**config.mk**
```make
export PLATFORM = sky130hd
export DESIGN_NAME = sdram_arbiter
export DESIGN_NICKNAME = d
export VERILOG_FILES = /design/src/rtl/sdram_arbiter.sv
export SDC_FILE = /design/constraint.sdc
export NUM_CORES = 1
export LEC_CHECK = 0
export ABC_AREA = 1
export CAP_MARGIN = 20
export CORE_ASPECT_RATIO = 1.25
export CORE_MARGIN = 1.5
export CORE_UTILIZATION = 46
export CTS_BUF_LIST = sky130_fd_sc_hd__clkbuf_2
export CTS_CLUSTER_DIAMETER = 200
export DETAILED_ROUTE_END_ITERATION = 8
export GPL_TIMING_DRIVEN = 0
export PLACE_DENSITY = 0.81
export SLEW_MARGIN = 30
export SYNTH_ARGS = -nofsm -noshare
export SYNTH_HDL_FRONTEND = slang
export SYNTH_SLANG_ARGS = --single-unit
```
**constraint.sdc**
```tcl
create_clock -name clk -period 3.4 [get_ports clk]
set_input_delay 0.68 -clock clk [delete_from_list [all_inputs] [get_ports clk]]
set_output_delay 0.68 -clock clk [all_outputs]
set_load 0.03 [all_outputs]
```
**src/rtl/sdram_arbiter.sv**
```systemverilog
// rtl/sdram_arbiter.sv - three-port arbiter in front of the single-word SDRAM controller
// Holds the winner's request for the whole transaction and swallows the controller's two-cycle done.
module sdram_arbiter #(
  parameter bit          ROUND_ROBIN    = 1'b1,
  parameter int unsigned TIMEOUT_CYCLES = 1023
) (
  input  logic        clk,
  input  logic        reset_n,
  input  logic [23:0] p0_addr,
  input  logic [31:0] p0_data,
  input  logic        p0_we,
  input  logic        p0_start,
  output logic [31:0] p0_q,
  output logic        p0_done,
  output logic        p0_err,
  input  logic [23:0] p1_addr,
  input  logic [31:0] p1_data,
  input  logic        p1_we,
  input  logic        p1_start,
  output logic [31:0] p1_q,
  output logic        p1_done,
  output logic        p1_err,
  input  logic [23:0] p2_addr,
  input  logic [31:0] p2_data,
  input  logic        p2_we,
  input  logic        p2_start,
  output logic [31:0] p2_q,
  output logic        p2_done,
  output logic        p2_err,
  output logic [23:0] sdc_addr,
  output logic [31:0] sdc_data,
  output logic        sdc_we,
  output logic        sdc_start,
  input  logic [31:0] sdc_q,
  input  logic        sdc_done,
  output logic [1:0]  grant
);

  typedef enum logic [1:0] {S_IDLE = 2'd0, S_BUSY = 2'd1, S_RELEASE = 2'd2} state_t;
  localparam logic [1:0] NO_GRANT = 2'd3;

  logic [23:0] req_addr [3];
  logic [31:0] req_data [3];
  logic [2:0]  req_we, req_start;

  assign req_addr  = '{p0_addr, p1_addr, p2_addr};
  assign req_data  = '{p0_data, p1_data, p2_data};
  assign req_we    = {p2_we, p1_we, p0_we};
  assign req_start = {p2_start, p1_start, p0_start};

  state_t      state_q, state_d;
  logic [1:0]  rr_last_q, rr_last_d, grant_q, grant_d, winner;
  logic [31:0] wdog_q, wdog_d;
  logic [23:0] sdc_addr_q, sdc_addr_d;
  logic [31:0] sdc_data_q, sdc_data_d;
  logic        sdc_we_q, sdc_we_d, sdc_start_q, sdc_start_d;
  logic [31:0] q_q [3];
  logic [31:0] q_d [3];
  logic [2:0]  done_q, done_d, err_q, err_d;

  // Later candidates are visited first so the earliest match in search order wins.
  function automatic logic [1:0] pick(input logic [2:0] req, input logic [1:0] last);
    int idx;
    pick = NO_GRANT;
    if (ROUND_ROBIN) begin
      for (int i = 3; i >= 1; i--) begin
        idx = (int'(last) + i) % 3;
        if (req[idx]) pick = 2'(idx);
      end
    end else begin
      for (int i = 2; i >= 0; i--) begin
        if (req[i]) pick = 2'(i);
      end
    end
  endfunction

  assign winner = pick(req_start, rr_last_q);

  always_comb begin
    state_d     = state_q;
    rr_last_d   = rr_last_q;
    grant_d     = grant_q;
    wdog_d      = wdog_q;
    sdc_addr_d  = sdc_addr_q;
    sdc_data_d  = sdc_data_q;
    sdc_we_d    = sdc_we_q;
    sdc_start_d = sdc_start_q;
    q_d         = q_q;
    done_d      = '0;
    err_d       = '0;
    case (state_q)
      S_IDLE: begin
        // A done seen here is spurious; granting now could pair our start with it.
        if (!sdc_done && req_start != 3'b000) begin
          for (int i = 0; i < 3; i++) begin
            if (winner == 2'(i)) begin
              sdc_addr_d = req_addr[i];
              sdc_data_d = req_data[i];
              sdc_we_d   = req_we[i];
            end
          end
          sdc_start_d = 1'b1;
          grant_d     = winner;
          rr_last_d   = winner;
          wdog_d      = '0;
          state_d     = S_BUSY;
        end
      end
      S_BUSY: begin
        if (sdc_done) begin
          for (int i = 0; i < 3; i++) begin
            if (grant_q == 2'(i)) begin
              q_d[i]    = sdc_q;
              done_d[i] = 1'b1;
            end
          end
          sdc_start_d = 1'b0;
          grant_d     = NO_GRANT;
          state_d     = S_RELEASE;
        end else begin
          wdog_d = wdog_q + 32'd1;
          if (TIMEOUT_CYCLES != 0 && wdog_d == TIMEOUT_CYCLES) begin
            for (int i = 0; i < 3; i++) begin
              if (grant_q == 2'(i)) begin
                q_d[i]    = 32'hDEADBEEF;
                done_d[i] = 1'b1;
                err_d[i]  = 1'b1;
              end
            end
            sdc_start_d = 1'b0;
            grant_d     = NO_GRANT;
            state_d     = S_RELEASE;
          end
        end
      end
      S_RELEASE: begin
        sdc_start_d = 1'b0;
        grant_d     = NO_GRANT;
        if (!sdc_done) state_d = S_IDLE;
      end
      default: state_d = S_RELEASE;
    endcase
  end

  always_ff @(posedge clk or negedge reset_n) begin
    if (!reset_n) begin
      state_q     <= S_RELEASE;
      rr_last_q   <= 2'd2;
      grant_q     <= NO_GRANT;
      wdog_q      <= '0;
      sdc_addr_q  <= '0;
      sdc_data_q  <= '0;
      sdc_we_q    <= 1'b0;
      sdc_start_q <= 1'b0;
      q_q         <= '{default: '0};
      done_q      <= '0;
      err_q       <= '0;
    end else begin
      state_q     <= state_d;
      rr_last_q   <= rr_last_d;
      grant_q     <= grant_d;
      wdog_q      <= wdog_d;
      sdc_addr_q  <= sdc_addr_d;
      sdc_data_q  <= sdc_data_d;
      sdc_we_q    <= sdc_we_d;
      sdc_start_q <= sdc_start_d;
      q_q         <= q_d;
      done_q      <= done_d;
      err_q       <= err_d;
    end
  end

  assign sdc_addr  = sdc_addr_q;
  assign sdc_data  = sdc_data_q;
  assign sdc_we    = sdc_we_q;
  assign sdc_start = sdc_start_q;
  assign grant     = grant_q;
  assign p0_q      = q_q[0];
  assign p1_q      = q_q[1];
  assign p2_q      = q_q[2];
  assign p0_done   = done_q[0];
  assign p1_done   = done_q[1];
  assign p2_done   = done_q[2];
  assign p0_err    = err_q[0];
  assign p1_err    = err_q[1];
  assign p2_err    = err_q[2];

endmodule

```
Word-level counts from Yosys, hierarchy flattened
Cells that the tools add are included.
{"block": "totals", "ff_bits": 198, "inputBits": 209, "out_inout_bits": 162}
{"block": "op_classes", "addsub": 4, "div": 3, "magnitude_cmp": 3, "eq_ne": 11, "n_mux": 53, "n_reduce_logical": 18}
{"cell": "two-way mux 32 bit", "count": 11}
{"cell": "two-way mux 96 bit", "count": 2}
{"cell": "< comparator 32 x 4 -> 1 bit (second input constant)", "count": 3}
{"cell": "modulo 32 x 3 -> 32 bit (second input constant)", "count": 3}
{"cell": "two-way mux 24 bit", "count": 3}
{"cell": "one-hot mux 32 bit (2 select lines)", "count": 1}
{"cell": "adder 32 x 1 -> 32 bit (second input constant)", "count": 1}
{"cell": "== test 32 x 10 -> 1 bit (second input constant)", "count": 1}
{"cell": "AND reduction 3 bit", "count": 7}
{"cell": "two-way mux 2 bit", "count": 10}
{"cell": "two-way mux 1 bit", "count": 15}
{"cell": "two-way mux 3 bit", "count": 5}
{"cell": "one-hot mux 2 bit (3 select lines)", "count": 2}
{"cell": "nonzero test 3 bit", "count": 3}
{"cell": "adder 2 x 2 -> 3 bit (second input constant)", "count": 2}
{"cell": "binary-select mux 1 bit (select 2 bit)", "count": 3}
{"cell": "== test 2 x 1 -> 1 bit (second input constant)", "count": 3}
{"cell": "== test 2 bit (second input constant)", "count": 3}
{"cell": "logical NOT 2 bit", "count": 3}
{"cell": "!= test 2 bit (second input constant)", "count": 3}
{"cell": "nonzero test 2 bit", "count": 2}
{"cell": "adder 2 x 1 -> 3 bit (second input constant)", "count": 1}
{"cell": "!= test 3 bit (second input constant)", "count": 1}
{"cell": "one-hot mux 1 bit (3 select lines)", "count": 1}
{"cell": "3 further kinds", "count": 3}

Longest topological paths before layout
{"block": "logic_depth", "word_depth": 12, "mapped_depth": 17}

Worst setup path after synthesis
No wires, ideal clock.
{"block": "synth_path", "kind": "reg-to-reg", "from": "register rr_last_q[1]", "to": "register sdc_addr_q[11], in the netlist sdc_addr[11]", "t_arrival_ns": 2.307, "required_time_ns": 3.283, "path_slack_ns": 0.976, "path_stages_with_launch": 12, "path_buffers": 2, "period_less_slack_ns": 2.424, "cell_sequence": "dfstp_2 > ha_1 > nor3_1 > o21bai_1 > a21oi_1 > inv_1 > nor2_1 > nor2_1 > buf_2 > buf_1 > nand2_1 > nand2_1"}
{"block": "synth_between", "elab_chain_cells": 11}
{"element": "start, declared", "line_no": "52", "source": "logic [1:0] rr_last_q, rr_last_d, grant_q, grant_d, winner;"}
{"element": "start signal, assigned", "line_no": "160", "source": "rr_last_q <= rr_last_d;"}
{"element": "adder 2 x 2 -> 3 bit", "line_no": "67", "source": "idx = (int'(last) + i) % 3;"}
{"element": "modulo 32 x 3 -> 32 bit", "line_no": "67"}
{"element": "binary-select mux 1 bit (select 2 bit)", "line_no": "68", "source": "if (req[idx]) pick = 2'(idx);"}
{"element": "two-way mux 1 bit (not written as such) (2 in a row)", "line_no": "68"}
{"element": "two-way mux 2 bit (2 in a row)", "line_no": "68"}
{"element": "two-way mux 2 bit (*)", "line_no": "68"}
{"element": "== test 2 x 1 -> 1 bit, or another cell as far along", "line_no": "96", "source": "if (winner == 2'(i)) begin"}
{"element": "nonzero test 3 bit (no line) or two-way mux 24 bit (tied branches)"}
{"element": "AND reduction 3 bit (no line) or two-way mux 24 bit (tied branches)"}
{"element": "end signal, assigned", "line_no": "163", "source": "sdc_addr_q <= sdc_addr_d;"}
{"element": "end, declared", "line_no": "54", "source": "logic [23:0] sdc_addr_q, sdc_addr_d;"}
Mark *: on every way between the ends. The rest lies on a longest branch, timed or not. The select of a mux whose other input is x is not followed.
A chain may end at the register's enable or synchronous reset.

Worst setup path after layout
{"block": "layout_path", "from": "register rr_last_q[0]", "to": "register sdc_data_q[2], in the netlist sdc_data[2]"}
{"block": "layout_between", "elab_chain_cells": 11}
{"element": "adder 2 x 2 -> 3 bit", "line_no": "67"}
{"element": "modulo 32 x 3 -> 32 bit", "line_no": "67"}
{"element": "binary-select mux 1 bit (select 2 bit)", "line_no": "68"}
{"element": "two-way mux 1 bit (not written as such) (2 in a row)", "line_no": "68"}
{"element": "two-way mux 2 bit (2 in a row)", "line_no": "68"}
{"element": "two-way mux 2 bit (*)", "line_no": "68"}
{"element": "== test 2 x 1 -> 1 bit, or another cell as far along", "line_no": "96"}
{"element": "nonzero test 3 bit (no line) or two-way mux 32 bit (tied branches)"}
{"element": "AND reduction 3 bit (no line) or two-way mux 32 bit (tied branches)"}
{"element": "end signal, assigned", "line_no": "164", "source": "sdc_data_q <= sdc_data_d;"}
{"element": "end, declared", "line_no": "55", "source": "logic [31:0] sdc_data_q, sdc_data_d;"}
Marked as above.

==> impl_metrics.json <==
{
  "finalMaxSlewViolations": 0,
  "die_area_mm2": 0.0245,
  "cts_max_level": 4,
  "crit_chain": "inv_1, ha_1, inv_1, nor3_1, nor2_1, nand2_1, o211ai_1, nand2_1, inv_1, nand2_1, clkbuf_1, nand3_1, nand2_1, nand2_1",
  "grt_max_degree": 78,
  "ys_seq_elements": 198,
  "final_cell_mix": "nand2_1 (587), clkdlybuf4s50_1 (369), dfrtp_1 (194)",
  "cts.sinks": 198,
  "crit_required_ns": 4.13,
  "start_util_pct": 47.0,
  "clkPwrFrac_pct": 8.6,
  "critPathTopFamily": "simple AND/OR/NAND/NOR gates",
  "drc": 0,
  "p_sw_share_pct": 52.7,
  "p_per_area_mw_per_mm2": 939,
  "peakVddDrop_mv": 0.749,
  "relSlewSlack_pct": 51.9,
  "ant_nets": 0,
  "dpl.hpwl_um": 30400,
  "synth_edf_count": 0,
  "p_sw_mw": 7.53,
  "clock_path_buffers": 2,
  "dpl.cell_count": 2180,
  "hold_path.class": "in -> async",
  "viasPerCell": 5.29,
  "final.period_utilization_pct": 95.2,
  "syn_inst": 1520,
  "cts.clk_slew.worst_paths_ns": 0.30,
  "p_leak_nw": 7.49,
  "antenna_found_initial": 1,
  "num_vias": 11700,
  "max_stage_delay_ns": 0.48,
  "grt.total_usage_pct": 32.0,
  "synth_async_sr_flop_share_pct": 100,
  "fmax_mhz": 309,
  "drive_above_1_share_pct": 5.66,
  "post_layout_nonfiller_instances": 2214,
  "avgSynthCellArea_um2": 7.12,
  "critical-path-slowest-cell": "clkbuf_1",
  "startpoint_type": "flop",
  "die_y_um": 175,
  "crit_buf_inv": 4,
  "worstSetupEndpointType": "flop",
  "finalHoldViolations": 0,
  "crit_top_cell": "nand2_1",
  "crit_type": "reg -> reg",
  "path_max_fanout": 10,
  "port_buffers": 370,
  "synth_nets": 1738,
  "fin_skew_ns": 0.0513,
  "cp.arrival_ns": 3.97,
  "dr.first_iter.drc_count": 818,
  "wl_um": 38600,
  "final_common_cell": "nand2_1",
  "post-route-util_pct": 66.1,
  "grt_pass1_vias": 11600,
  "post_dp_cell_area_mm2": 0.0150,
  "n_fill_cell": 2022,
  "tightestPinTransition_ns": 0.721,
  "grt_overflow": 0,
  "cts_tree": "built",
  "ys_seq_area_share_pct": 45.8,
  "cts_buffers": 17,
  "chipWidth_um": 140,
  "io_pins": 371,
  "holdWs_ns": 0.310,
  "internal-power_mw": 6.76,
  "p_seq_share_pct": 27.8,
  "clockRootBuffer": "clkbuf_2",
  "postCtsSetupBuffers": 0,
  "syn_area_mm2": 0.0108,
  "area_delta_synth_final_pct": 40.6,
  "synthFlopType": "dfrtp_1",
  "yosys_warnings": 0,
  "place.gp.congestion": 0.963,
  "setup_viol": 0,
  "min_period_ns": 3.24,
  "finalNetCount": 2130,
  "status": "completed",
  "finalInstanceArea_mm2": 0.0152,
  "clock_latency_ns": 0.85,
  "p_comb_share_pct": 63.7,
  "grt_pass1_wl_um": 60400,
  "core_area_mm2": 0.0230,
  "firstDrtPassIters": 5,
  "wire_per_inst_um": 17.4,
  "synth_cell_types": 29,
  "drv_cap": 0,
  "num_rows": 62
}
==> cells in the mapped netlist, types with 2 or more instances <==
| cell type | count | area share, % |
|---|---|---|
| a21oi_1 | 21 | 0.97 |
| buf_1 | 7 | 0.24 |
| buf_2 | 20 | 0.92 |
| buf_6 | 5 | 0.52 |
| clkbuf_1 | 50 | 1.7 |
| dfrtp_1 | 194 | 45 |
| dfstp_2 | 4 | 0.97 |
| ha_1 | 9 | 1.0 |
| inv_1 | 159 | 5.5 |
| inv_2 | 2 | 0.069 |
| nand2_1 | 587 | 20 |
| nand2_2 | 5 | 0.29 |
| nand3_1 | 90 | 4.2 |
| nand3_2 | 3 | 0.28 |
| nand3b_1 | 14 | 0.97 |
| nand4_1 | 104 | 6.0 |
| nor2_1 | 116 | 4.0 |
| nor2_2 | 4 | 0.23 |
| nor2_4 | 4 | 0.42 |
| nor3_1 | 6 | 0.28 |
| o21ai_0 | 61 | 2.8 |
| o21ai_1 | 4 | 0.18 |
| o22ai_1 | 19 | 1.1 |
| or2_2 | 24 | 1.4 |
| xor2_1 | 4 | 0.32 |
==> cell type report <==
| cell class | count | area, um^2 | share of cell area, % |
|---|---|---|---|
| antenna | 1 | 2.50 | 0.0164 |
| buffer | 82 | 372 | 2.44 |
| clock buffer | 17 | 85.1 | 0.559 |
| clock inverter | 15 | 169 | 1.11 |
| inverter | 162 | 608 | 3.99 |
| multi-input combinational | 1078 | 4890 | 32.1 |
| sequential | 198 | 4960 | 32.6 |
| tap | 288 | 360 | 2.37 |
| timing repair buffer | 373 | 3770 | 24.8 |
==> state kept, by name, indices dropped and copies added (netlist names) <==
signal,cells
sdc_data,32
sdc_start,1
err_q,3
p1_q,32
done_q,3
wdog_q,32
p0_q,32
p2_q,32
state_q,2
rr_last_q,2
sdc_we,1
sdc_addr,24
grant,2
==> layer usage <==
layer | vias up | wire length, um | track usage (%)
met4 | 0 | 1950 | 16.2
met2 | 532 | 19100 | 56.0
met1 | 5441 | 14800 | 37.2
li1 | 5626 | - | -
met5 | - | 0 | 0
met3 | 111 | 2750 | 6.28
==> power groups by stage <==
stage	Sequential [mW]	Clock, mW	Combinational (mW)
after CTS	3.96	1.24	9.07
after global routing	4.07	1.33	9.85
after detailed placement	4.01	0	9.04
final	3.97	1.22	9.10
after global placement	3.99	0	8.85
after floorplan	5.57	0	3.77
==> worst paths after layout <==
path                              start  depth (start not counted)  slack [ns]           end
setup / recovery           rr_last_q[0]                         14        0.16   sdc_data[2]
hold / removal                  reset_n                          2        0.31   sdc_data[8]
setup reg to reg           rr_last_q[0]                         14        0.16   sdc_data[2]
hold reg to reg              state_q[1]                          2        0.51    state_q[1]
max in group asynchronous       reset_n                          4        1.94    state_q[1]
min in group clk            p2_data[17]                          5        0.43  sdc_data[17]
==> kinds of logic (layout without fill, tap and decap cells) <==
logic type                 Yosys count  count (layout)  share of synthesized area (%)
xor gates and xnor gates             4               4                          0.324
adders and majority gates            9               9                           1.04
other                                0               1                              0
AOI/OAI and AO/OA                  107             107                           5.21
DFF                                198             198                           45.8
buffers and inverters              244             649                           9.04
and+or+nand+nor                    958             958                           38.6
==> per-stage QoR <==
step	setup slack, ns	total power [mW]	setup TNS, ns
2_1_floorplan	0.976	9.34	0
3_3_place_gp	-6.68	12.8	-1310.82
3_5_place_dp	-0.332	13.1	-10.83
4_1_cts	0.0729	14.3	0
5_1_grt	-0.0106	15.3	-0.0224
6_report	0.162	14.3	0
==> timing repair <==
item,in CTS,in global routing
hold buffers,1,0
endpoints found under the setup margin,0,45
gates resized for setup,0,2
endpoints found under the hold margin,70,0
Note: power is estimated with default switching activity, not from simulation.
